### src/rtl/picomem_pkg.sv
// Shared definitions for the PicoMem request queue: issue FSM encoding and request entry layout.
package picomem_pkg;

   localparam int unsigned PM_ADDR_W = 23;
   localparam int unsigned PM_STRB_W = 4;
   localparam int unsigned PM_DATA_W = 32;

   typedef enum logic [1:0] {
      ST_IDLE = 2'd0,
      ST_BUSY = 2'd1,
      ST_GAP  = 2'd2
   } pm_state_e;

   typedef struct packed {
      logic [PM_ADDR_W-1:0] addr;
      logic [PM_STRB_W-1:0] wstrb;
      logic [PM_DATA_W-1:0] wdata;
   } pm_req_t;

   // Saturating 8-bit increment shared by the wait counter and the latency report.
   function automatic logic [7:0] sat_inc8(input logic [7:0] v);
      return (v == 8'hFF) ? 8'hFF : v + 8'd1;
   endfunction

endpackage

### src/rtl/picomem_req_queue_sync_fifo.sv
// Synchronous FIFO with a registered occupancy count; pointers wrap naturally at DEPTH.
module sync_fifo #(
   parameter int unsigned WIDTH = 8,
   parameter int unsigned DEPTH = 4
) (
   input  logic                    clk,
   input  logic                    i_rst,
   input  logic                    i_push,
   input  logic                    i_pop,
   input  logic [WIDTH-1:0]        i_wdata,
   output logic [WIDTH-1:0]        o_rdata,
   output logic                    o_full,
   output logic [$clog2(DEPTH):0]  o_count
);
   localparam int unsigned PTR_W = $clog2(DEPTH);
   localparam int unsigned CNT_W = PTR_W + 1;

   logic [WIDTH-1:0] r_mem [DEPTH];
   logic [PTR_W-1:0] r_wr_ptr;
   logic [PTR_W-1:0] r_rd_ptr;
   logic [CNT_W-1:0] r_count;
   logic             w_push;
   logic             w_pop;

   assign o_full  = (r_count == CNT_W'(DEPTH));
   assign w_push  = i_push & ~o_full;
   assign w_pop   = i_pop & (r_count != {CNT_W{1'b0}});
   assign o_rdata = r_mem[r_rd_ptr];
   assign o_count = r_count;

   // Storage array; contents need no reset because count gates every read.
   always_ff @(posedge clk) begin
      if (w_push) begin
         r_mem[r_wr_ptr] <= i_wdata;
      end
   end

   // Pointers and count; a coincident push and pop leaves the count unchanged.
   always_ff @(posedge clk) begin
      if (i_rst) begin
         r_wr_ptr <= {PTR_W{1'b0}};
         r_rd_ptr <= {PTR_W{1'b0}};
         r_count  <= {CNT_W{1'b0}};
      end else begin
         if (w_push) begin
            r_wr_ptr <= r_wr_ptr + PTR_W'(1);
         end
         if (w_pop) begin
            r_rd_ptr <= r_rd_ptr + PTR_W'(1);
         end
         case ({w_push, w_pop})
            2'b10:   r_count <= r_count + CNT_W'(1);
            2'b01:   r_count <= r_count - CNT_W'(1);
            default: r_count <= r_count;
         endcase
      end
   end

endmodule

### src/rtl/picomem_req_queue.sv
// Request queue in front of PicoMem_PSRAM_V2: buffers word requests, issues them one at a
// time, and returns in-order completion pulses with measured latency and a timeout watchdog.
module picomem_req_queue
   import picomem_pkg::*;
#(
   parameter int unsigned DEPTH   = 4,
   parameter int unsigned TIMEOUT = 100,
   parameter int unsigned ADDR_W  = 23
) (
   input  logic              clk,
   input  logic              sys_reset,
   input  logic              req_valid,
   output logic              req_ready,
   input  logic [ADDR_W-1:0] req_addr,
   input  logic [3:0]        req_wstrb,
   input  logic [31:0]       req_wdata,
   output logic              rsp_valid,
   output logic [31:0]       rsp_rdata,
   output logic              rsp_write,
   output logic              rsp_err,
   output logic [7:0]        rsp_latency,
   output logic              err_timeout,
   input  logic              mem_init_ready,
   output logic              mem_valid,
   input  logic              mem_ready,
   output logic [ADDR_W-1:0] mem_addr,
   output logic [3:0]        mem_wstrb,
   output logic [31:0]       mem_wdata,
   input  logic [31:0]       mem_rdata
);
   localparam int unsigned ENTRY_W = ADDR_W + PM_STRB_W + PM_DATA_W;
   localparam int unsigned CNT_W   = $clog2(DEPTH) + 1;
   localparam logic [7:0]  TO_LAST = 8'(TIMEOUT - 1);

   logic [ENTRY_W-1:0] w_push_entry;
   logic [ENTRY_W-1:0] w_head;
   logic               w_push;
   logic               w_pop;
   logic               w_full;
   logic [CNT_W-1:0]   w_count;
   logic               w_pending;
   logic               w_launch;
   logic               w_done;
   logic               w_abort;

   pm_state_e          r_state;
   pm_state_e          w_state_nxt;
   logic [7:0]         r_wait_cnt;
   logic               r_mem_valid;
   logic [ADDR_W-1:0]  r_mem_addr;
   logic [3:0]         r_mem_wstrb;
   logic [31:0]        r_mem_wdata;
   logic               r_rsp_valid;
   logic [31:0]        r_rsp_rdata;
   logic               r_rsp_write;
   logic               r_rsp_err;
   logic [7:0]         r_rsp_latency;
   logic               r_err_timeout;

   assign req_ready    = ~w_full;
   assign w_push       = req_valid & ~w_full;
   assign w_push_entry = {req_addr, req_wstrb, req_wdata};
   assign w_pending    = (w_count != {CNT_W{1'b0}});
   assign w_pop        = w_done | w_abort;

   sync_fifo #(
      .WIDTH (ENTRY_W),
      .DEPTH (DEPTH)
   ) u_fifo (
      .clk     (clk),
      .i_rst   (sys_reset),
      .i_push  (w_push),
      .i_pop   (w_pop),
      .i_wdata (w_push_entry),
      .o_rdata (w_head),
      .o_full  (w_full),
      .o_count (w_count)
   );

   // Issue FSM state register.
   always_ff @(posedge clk) begin
      if (sys_reset) begin
         r_state <= ST_IDLE;
      end else begin
         r_state <= w_state_nxt;
      end
   end

   // Next state; GAP may launch directly so back-to-back issue keeps exactly one low cycle.
   always_comb begin
      w_state_nxt = r_state;
      case (r_state)
         ST_IDLE, ST_GAP: begin
            if (w_pending && mem_init_ready) begin
               w_state_nxt = ST_BUSY;
            end else begin
               w_state_nxt = ST_IDLE;
            end
         end
         ST_BUSY: begin
            if (mem_ready || (r_wait_cnt == TO_LAST)) begin
               w_state_nxt = ST_GAP;
            end else begin
               w_state_nxt = ST_BUSY;
            end
         end
         default: w_state_nxt = ST_IDLE;
      endcase
   end

   // FSM decode; ready on the timeout cycle counts as a normal completion.
   always_comb begin
      w_launch = 1'b0;
      w_done   = 1'b0;
      w_abort  = 1'b0;
      case (r_state)
         ST_IDLE, ST_GAP: begin
            w_launch = w_pending & mem_init_ready;
         end
         ST_BUSY: begin
            w_done  = mem_ready;
            w_abort = ~mem_ready & (r_wait_cnt == TO_LAST);
         end
         default: begin
            w_launch = 1'b0;
         end
      endcase
   end

   // Controller port, watchdog counter and response registers.
   always_ff @(posedge clk) begin
      if (sys_reset) begin
         r_mem_valid   <= 1'b0;
         r_mem_addr    <= {ADDR_W{1'b0}};
         r_mem_wstrb   <= 4'd0;
         r_mem_wdata   <= 32'd0;
         r_wait_cnt    <= 8'd0;
         r_rsp_valid   <= 1'b0;
         r_rsp_rdata   <= 32'd0;
         r_rsp_write   <= 1'b0;
         r_rsp_err     <= 1'b0;
         r_rsp_latency <= 8'd0;
         r_err_timeout <= 1'b0;
      end else begin
         r_rsp_valid <= 1'b0;
         if (w_launch) begin
            r_mem_valid <= 1'b1;
            r_mem_addr  <= w_head[ENTRY_W-1 -: ADDR_W];
            r_mem_wstrb <= w_head[PM_DATA_W +: PM_STRB_W];
            r_mem_wdata <= w_head[PM_DATA_W-1:0];
            r_wait_cnt  <= 8'd0;
         end else if (w_pop) begin
            r_mem_valid   <= 1'b0;
            r_rsp_valid   <= 1'b1;
            r_rsp_write   <= (r_mem_wstrb != 4'd0);
            r_rsp_err     <= w_abort;
            r_rsp_rdata   <= (w_done && (r_mem_wstrb == 4'd0)) ? mem_rdata : 32'd0;
            r_rsp_latency <= sat_inc8(r_wait_cnt);
            if (w_abort) begin
               r_err_timeout <= 1'b1;
            end
         end else if (r_state == ST_BUSY) begin
            r_wait_cnt <= sat_inc8(r_wait_cnt);
         end
      end
   end

   assign mem_valid   = r_mem_valid;
   assign mem_addr    = r_mem_addr;
   assign mem_wstrb   = r_mem_wstrb;
   assign mem_wdata   = r_mem_wdata;
   assign rsp_valid   = r_rsp_valid;
   assign rsp_rdata   = r_rsp_rdata;
   assign rsp_write   = r_rsp_write;
   assign rsp_err     = r_rsp_err;
   assign rsp_latency = r_rsp_latency;
   assign err_timeout = r_err_timeout;

endmodule

### config.mk
export PLATFORM = sky130hd
export DESIGN_NAME = picomem_req_queue
export DESIGN_NICKNAME = d
export VERILOG_FILES = /design/src/rtl/picomem_pkg.sv /design/src/rtl/picomem_req_queue_sync_fifo.sv /design/src/rtl/picomem_req_queue.sv
export SDC_FILE = /design/constraint.sdc
export NUM_CORES = 1
export LEC_CHECK = 0
export ABC_AREA = 1
export ABC_CLOCK_PERIOD_IN_PS = 4100
export CELL_PAD_IN_SITES_DETAIL_PLACEMENT = 1
export CELL_PAD_IN_SITES_GLOBAL_PLACEMENT = 2
export CORE_MARGIN = 1.5
export CORE_UTILIZATION = 41
export CTS_CLUSTER_SIZE = 40
export DETAILED_ROUTE_END_ITERATION = 8
export DONT_BUFFER_PORTS = 1
export PLACE_DENSITY = 0.74
export SYNTH_ARGS = -nofsm -noshare
export SYNTH_HDL_FRONTEND = slang
export SYNTH_SLANG_ARGS = --single-unit
### constraint.sdc
create_clock -name clk -period 4.1 [get_ports clk]
set_clock_uncertainty 0.1 [all_clocks]
set_input_delay 0.205 -clock clk [delete_from_list [all_inputs] [get_ports clk]]
set_output_delay 0.205 -clock clk [all_outputs]
set_load 0.03 [all_outputs]
==> out/results.tsv, run 1 <==
metric	value	unit
CP Launch Type	flip-flop	
pwr/cell area	510.1	mW/mm2
FILL cells	3311	
FMAX	359.2	MHz
starting DRC count in detailed routing	467	
CP arrival	3.08	ns
post-CTS setup buffer count	0	
Hold/Removal Path Class	in2reg	
final critical delay including setup and external delays	2.784	ns
# DRC	0	
Clock transition at path regs	0.06	ns
Finished Cell Area	0.01584	mm2
first-pass GRT wire length	52630	um
IO Count	201	
Placer Congestion	0.7188	
met3 Use GR	0.05500	
TritonCTS buffer count	39	
Vias	8914	
worst path required time	4.39	ns
Hold Fails Final Rpt	0	
Starting Density	0.4190	
PortBufs	0	
largest net degree at the start of global routing	84	
# clock sinks	357	
FF+latch count, synth	357	
worst-margin pin slew	1.159	ns
chip height	183.3	um
share of cells above drive strength 1	0.07281	
chip width	183.3	um
CP endpoint kind	flip-flop	
max-cap viol count	0	
root cell of the clock tree	clkbuf_16	
Pleak	5.551	nW
vias per std cell	5.159	
setup TNS	0	ns
Final Max Slew Viols	0	
gr usage total	0.1998	
CTS tree	done	
Detailed Routing Iterations Pass 1	4	
FP Rows	65	
Clk Latency, worst-skew pair	0.52	ns
number of routed nets with antenna violations	0	
GRT overflow	0	
antenna violations before repair	5	
final setup margin	1.316	ns
DR WL/cell	19.02	um
vias in the first global route	9501	
most common cell after layout, fill and taps aside	nor2_1	
worst hold slack	0.06648	ns
pre-CTS WS	1.291	ns
most used cells in the layout excluding fill and tap cells	nor2_1, edfxtp_1, o21ai_0	
core area	0.03180	mm2
grt met1 use	0.2448	
layout overhead on the synthesized area	18.84	%
GR peak layer	met2	
Max FO, Critical Path	9	
critical path type	reg2reg	
routed wire length	32860	um
H-Tree Depth	2	
post-synthesis sequential area ratio	0.7136	
syn avg cell area	11.28	um2
met2 Resource Use GR	0.3515	
Longest Clk Path Bufs	3	
Yosys cell types	29	
die area	0.03359	mm2
Cell Area, Synth	0.01333	mm2
post-synth net total	1284	
VDD IR-drop max	0.3263	mV
period utilization	0.6791	
Post-Synthesis Cells	1181	
setup violators final	0	
max_slew headroom	0.2265	
Final nets	1363	
yosys warns	0	
unrepaired setup endpoints after global routing	no	
outcome	finished, final reports clean	
placed inst area	0.01364	mm2
hpwl dp	18280	um
## synth_stat cells
library cell,instances,area share
a21oi_1,43,0.016
edfxtp_1,236,0.53
a31oi_1,59,0.028
buf_4,19,0.011
buf_6,2,0.0017
buf_1,9,0.0025
inv_1,25,0.0070
nand3_2,1,0.00075
nand2_2,3,0.0014
nand3_1,18,0.0068
xor2_1,1,0.00066
nor2_2,4,0.0019
fa_1,1,0.0015
nand2_4,1,0.00085
o21ai_1,3,0.0011
nand4_1,1,0.00047
nor3_2,2,0.0015
buf_2,17,0.0064
clkbuf_1,26,0.0073
clkinv_1,1,0.00028
nor2_4,2,0.0017
nand2_1,102,0.029
o21ai_0,189,0.071
inv_2,3,0.00085
nand4_2,1,0.00094
ha_1,6,0.0056
nor2_1,283,0.080
dfxtp_1,121,0.18
a21boi_1,2,0.0011
## final timing paths
kind,slack (ns),depth (start not counted),start,to
setup / recovery,1.32,10,u_fifo.o_count[0],u_fifo.o_count[2]
hold / removal,0.07,3,mem_init_ready,mem_wstrb[3]
setup reg to reg,1.32,10,u_fifo.o_count[0],u_fifo.o_count[2]
hold reg to reg,0.39,2,r_wait_cnt[1],r_wait_cnt[1]
## cell type report
class	count	area, um2	area share
Clock buffer	58	1092	0.06897
Multi-Input combinational cell	722	3361	0.2122
Antenna cell	2	5.005	0.0003160
Timing Repair Buffer	111	1101	0.06953
Sequential cell	357	9514	0.6008
Clock inverter	14	108.9	0.006874
Inverter	29	110.1	0.006953
Tap cell	435	544.3	0.03437
## what timing repair did
item / 4_1_cts / 5_1_grt
endpoints found under the setup margin: 0 / 0
resized for setup: 0 / 0
hold buffers: 98 / 0
hold endpoints to repair: 284 / 0
## report_power, final
group | total (mW) | switching [mW] | leakage (nW) | internal, mW
combinational | 0.491 | 0.321 | 1.80 | 0.170
clock | 3.28 | 1.36 | 0.596 | 1.92
sequential | 4.31 | 0.260 | 3.15 | 4.05
total | 8.08 | 1.95 | 5.55 | 6.13
## per-stage QoR
stage	util	std cells	power, mW
global route	0.4979	1727	8.413
finish	0.4980	1728	8.078
detailed placement	0.4289	1556	4.777
CTS	0.4979	1726	8.194
global placement	0.4289	1556	4.759
floorplan	-	1181	4.641
## flip-flops by register name (all words and copies together) (netlist names)
signal and count:
err_timeout 1, mem_addr 23, mem_valid 1, mem_wdata 32, mem_wstrb 4, r_state 2
r_wait_cnt 8, rsp_err 1, rsp_latency 8, rsp_rdata 32, rsp_valid 1, rsp_write 1
u_fifo.o_count 3, u_fifo.r_mem 236, u_fifo.r_rd_ptr 2, u_fifo.r_wr_ptr 2
## routing by layer
metal | routed length (um) | up-vias
met3 | 2245 | 42
met2 | 16080 | 204
met1 | 14080 | 4381
met4 | 416 | 6
met5 | 35 | -
li1 | - | 4281
## critical path, stage by stage, from the launching register on
cell and delay, ns:
dfxtp_1 0.32, inv_1 0.12, nand3_1 0.35, nand2_1 0.55
ha_1 0.24, inv_1 0.07, fa_1 0.43, a21oi_1 0.14
o21ai_0 0.11, o21ai_0 0.17, a21oi_1 0.06
## kinds of logic (layout without fill, tap and decap cells)
family,Yosys count,count (layout),synth area share
AND/OR/NAND/NOR,418,418,0.1247
flip-flops,357,357,0.7136
other,0,2,0
buffers and inverters,102,212,0.03681
XOR/XNOR,1,1,0.0006574
AO/OA/AOI/OAI,296,296,0.1171
adder cells (fa/ha/maj),7,7,0.007136
Power figures use the tool's default switching activity.
==> run 2: changes to the inputs <==
--- a/config.mk
+++ b/config.mk
@@ -6,15 +6,15 @@
 export NUM_CORES = 1
 export LEC_CHECK = 0
 export ABC_AREA = 1
-export ABC_CLOCK_PERIOD_IN_PS = 4100
+export ABC_CLOCK_PERIOD_IN_PS = 2450
 export CELL_PAD_IN_SITES_DETAIL_PLACEMENT = 1
 export CELL_PAD_IN_SITES_GLOBAL_PLACEMENT = 2
 export CORE_MARGIN = 1.5
-export CORE_UTILIZATION = 41
+export CORE_UTILIZATION = 37
 export CTS_CLUSTER_SIZE = 40
 export DETAILED_ROUTE_END_ITERATION = 8
 export DONT_BUFFER_PORTS = 1
-export PLACE_DENSITY = 0.74
+export PLACE_DENSITY = 0.7
 export SYNTH_ARGS = -nofsm -noshare
 export SYNTH_HDL_FRONTEND = slang
 export SYNTH_SLANG_ARGS = --single-unit
==> constraint.sdc (replaced) <==
create_clock -name clk -period 2.45 [get_ports clk]
set_clock_uncertainty 0.1 [all_clocks]
set_input_delay 0.1225 -clock clk [delete_from_list [all_inputs] [get_ports clk]]
set_output_delay 0.1225 -clock clk [all_outputs]
set_load 0.03 [all_outputs]
==> run 2 against run 1 <==
  * Via count grew 0.83%
  * Clock power is 74% higher
  * First-iteration DRC count shrank 26%
  * Clock-buffer cell count grew 3
  * Power increased by 71%
  * Maximum frequency rose by 27%
  * Non-clock buffer count rose by 30
  * Largest power group unchanged
  * Highest routed layer is now met4
==> out/results.tsv, run 2 (synthesized netlist as in run 1, its figures left out) <==
metric	value	unit
dpl cells	1596	
worst hold slack	0.02989	ns
Pint	10.47	mW
root cell of the clock tree	clkbuf_16	
reg2reg end	u_fifo.o_count[2]	
number of routed nets with antenna violations	0	
Hold/Removal Path Class	in2reg	
vias per std cell	5.035	
FP Rows	69	
Clock transition at path regs	0.06	ns
antenna violations before repair	3	
DR WL/cell	19.12	um
routed wire length	34140	um
first-pass GRT wire length	51830	um
Hold Fails Final Rpt	0	
chip width	192.8	um
gr usage total	0.1828	
Final nets	1394	
Detailed Routing Iterations Pass 1	4	
Max FO, Critical Path	3	
PortBufs	0	
GRT overflow	0	
reg-to-reg startpoint	r_wait_cnt[0]	
max_slew headroom	0.5573	
max-cap viol count	0	
Placer Congestion	0.7202	
VDD IR-drop max	0.5777	mV
CP endpoint	u_fifo.o_count[2]	
# DRC	0	
final critical delay including setup and external delays	2.196	ns
IO Count	201	
NetSw	3.324	mW
CP cell instances	ha_1 > inv_1 > nor2_2 > nand3_2 > nand2_2 > nand3_2 > inv_2 > ha_1 > inv_1 > fa_2 > a21oi_2 > o21ai_1 > o21ai_1 > a21oi_1	
most common cell after layout, fill and taps aside	nor2_1	
# clock sinks	357	
Top reg by flops	u_fifo.r_mem	
H-Tree Depth	2	
Longest Clk Path Bufs	3	
CP Launch Type	flip-flop	
chip height	192.8	um
outcome	finished, final reports clean	
most used cells in the layout excluding fill and tap cells	nor2_1, edfxtp_1, o21ai_0	
TritonCTS buffer count	40	
Clk pwr share	0.414	
sequential cell fraction of total power	0.522	
hpwl dp	18540	um
setup violators final	0	
worst-margin pin slew	0.6641	ns
crit path from	r_wait_cnt[0]	
period utilization	0.8963	
CP endpoint kind	flip-flop	
core area	0.03548	mm2
Max stage delay on crit path	0.36	ns
CTS tree	done	
largest net degree at the start of global routing	75	
Vias	8988	
Clk Latency, worst-skew pair	0.54	ns
reg2reg setup slack	0.25	ns
unrepaired setup endpoints after global routing	no	
FMAX	455.4	MHz
vias in the first global route	9281	
Buf+Inv Stages, Crit Path	3	
critical path's slowest cell	fa_2	
share of cells above drive strength 1	0.08478	
Finished Cell Area	0.01636	mm2
sw frac	0.2410	
max reg flops	236	
Cell Count, Final, Fillers Out	1785	
final setup margin	0.2541	ns
R2R cell count	14	
critical path type	reg2reg	
Combinational Power Share	0.065	
placed inst area	0.01393	mm2
Final Max Slew Viols	0	
Pleak	5.771	nW
pre-CTS WS	0.03675	ns
starting DRC count in detailed routing	347	
layout overhead on the synthesized area	22.75	%
pwr/cell area	843.2	mW/mm2
Crit path depth	14	
CP arrival	2.52	ns
worst path required time	2.77	ns
post-CTS setup buffer count	0	
Starting Density	0.3755	
Crit path max-delay family	adder cells	
die area	0.03716	mm2
## run 2: cell count changes in the layout (fill, tap and decap cells not counted), moves of 2 or more
cell	change
clkinv_2	-6
buf_12	+12
buf_4	+2
clkbuf_8	+2
o21ai_0	-2
clkbuf_1	+2
o21ai_1	+2
dlygate4sd3_1	+16
## run 2: through the flow
stage                 util  total power, mW  TNS [ns]
floorplan                -            7.761   -148.68
global placement    0.3926            8.021         0
detailed placement  0.3926            8.044         0
CTS                 0.4601            13.99         0
global route        0.4609            14.34         0
finish              0.4610            13.79         0
## run 2: final cells by class
type	instances	area, um2
Tap cell	461	576.8
Clock inverter	11	125.1
Fill cell	3748	19130
Antenna cell	3	7.507
Multi-Input combinational cell	722	3383
Timing Repair Buffer	141	1516
Inverter	29	110.1
Clock buffer	61	1120
Sequential cell	357	9518
## run 2: how the worst min path moves through the flow
stage,startpoint,end,cells after the start
after global placement,sys_reset,rsp_rdata[1],1
after CTS,mem_ready,rsp_rdata[14],5
final,mem_ready,rsp_rdata[14],5
after detailed placement,sys_reset,rsp_rdata[9],1
after global routing,mem_ready,rsp_rdata[14],5
after floorplan,req_wdata[0],u_fifo.r_mem[0][0],0
## run 2: power groups by stage
stage	Combinational [mW]	Clock [mW]	Sequential, mW
after floorplan	0.498	0	7.26
after global placement	0.700	0	7.32
after detailed placement	0.715	0	7.33
after CTS	0.911	5.88	7.20
after global routing	1.01	6.09	7.23
final	0.894	5.71	7.19
## run 2: what timing repair did
| item | CTS | global route |
|---|---|---|
| hold buffers | 114 | 0 |
| setup endpoints to repair | 0 | 14 |
| resized for setup | 0 | 9 |
| endpoints found under the hold margin | 315 | 0 |
## run 2: worst min-delay path, cell delays in order
cell and delay, ns:
nand2_1 0.08, nor2_2 0.04, buf_4 0.22, nand2_1 0.09
a21oi_1 0.05
## run 2: metal layers
metal	part of all wire	global-route usage	wire length [um]	vias to the layer above
li1	-	-	-	4347
met4	0.019	0.05695	657	0
met5	0	0	0	-
met2	0.48	0.3144	16450	182
met1	0.44	0.2236	14940	4410
met3	0.061	0.04728	2089	49
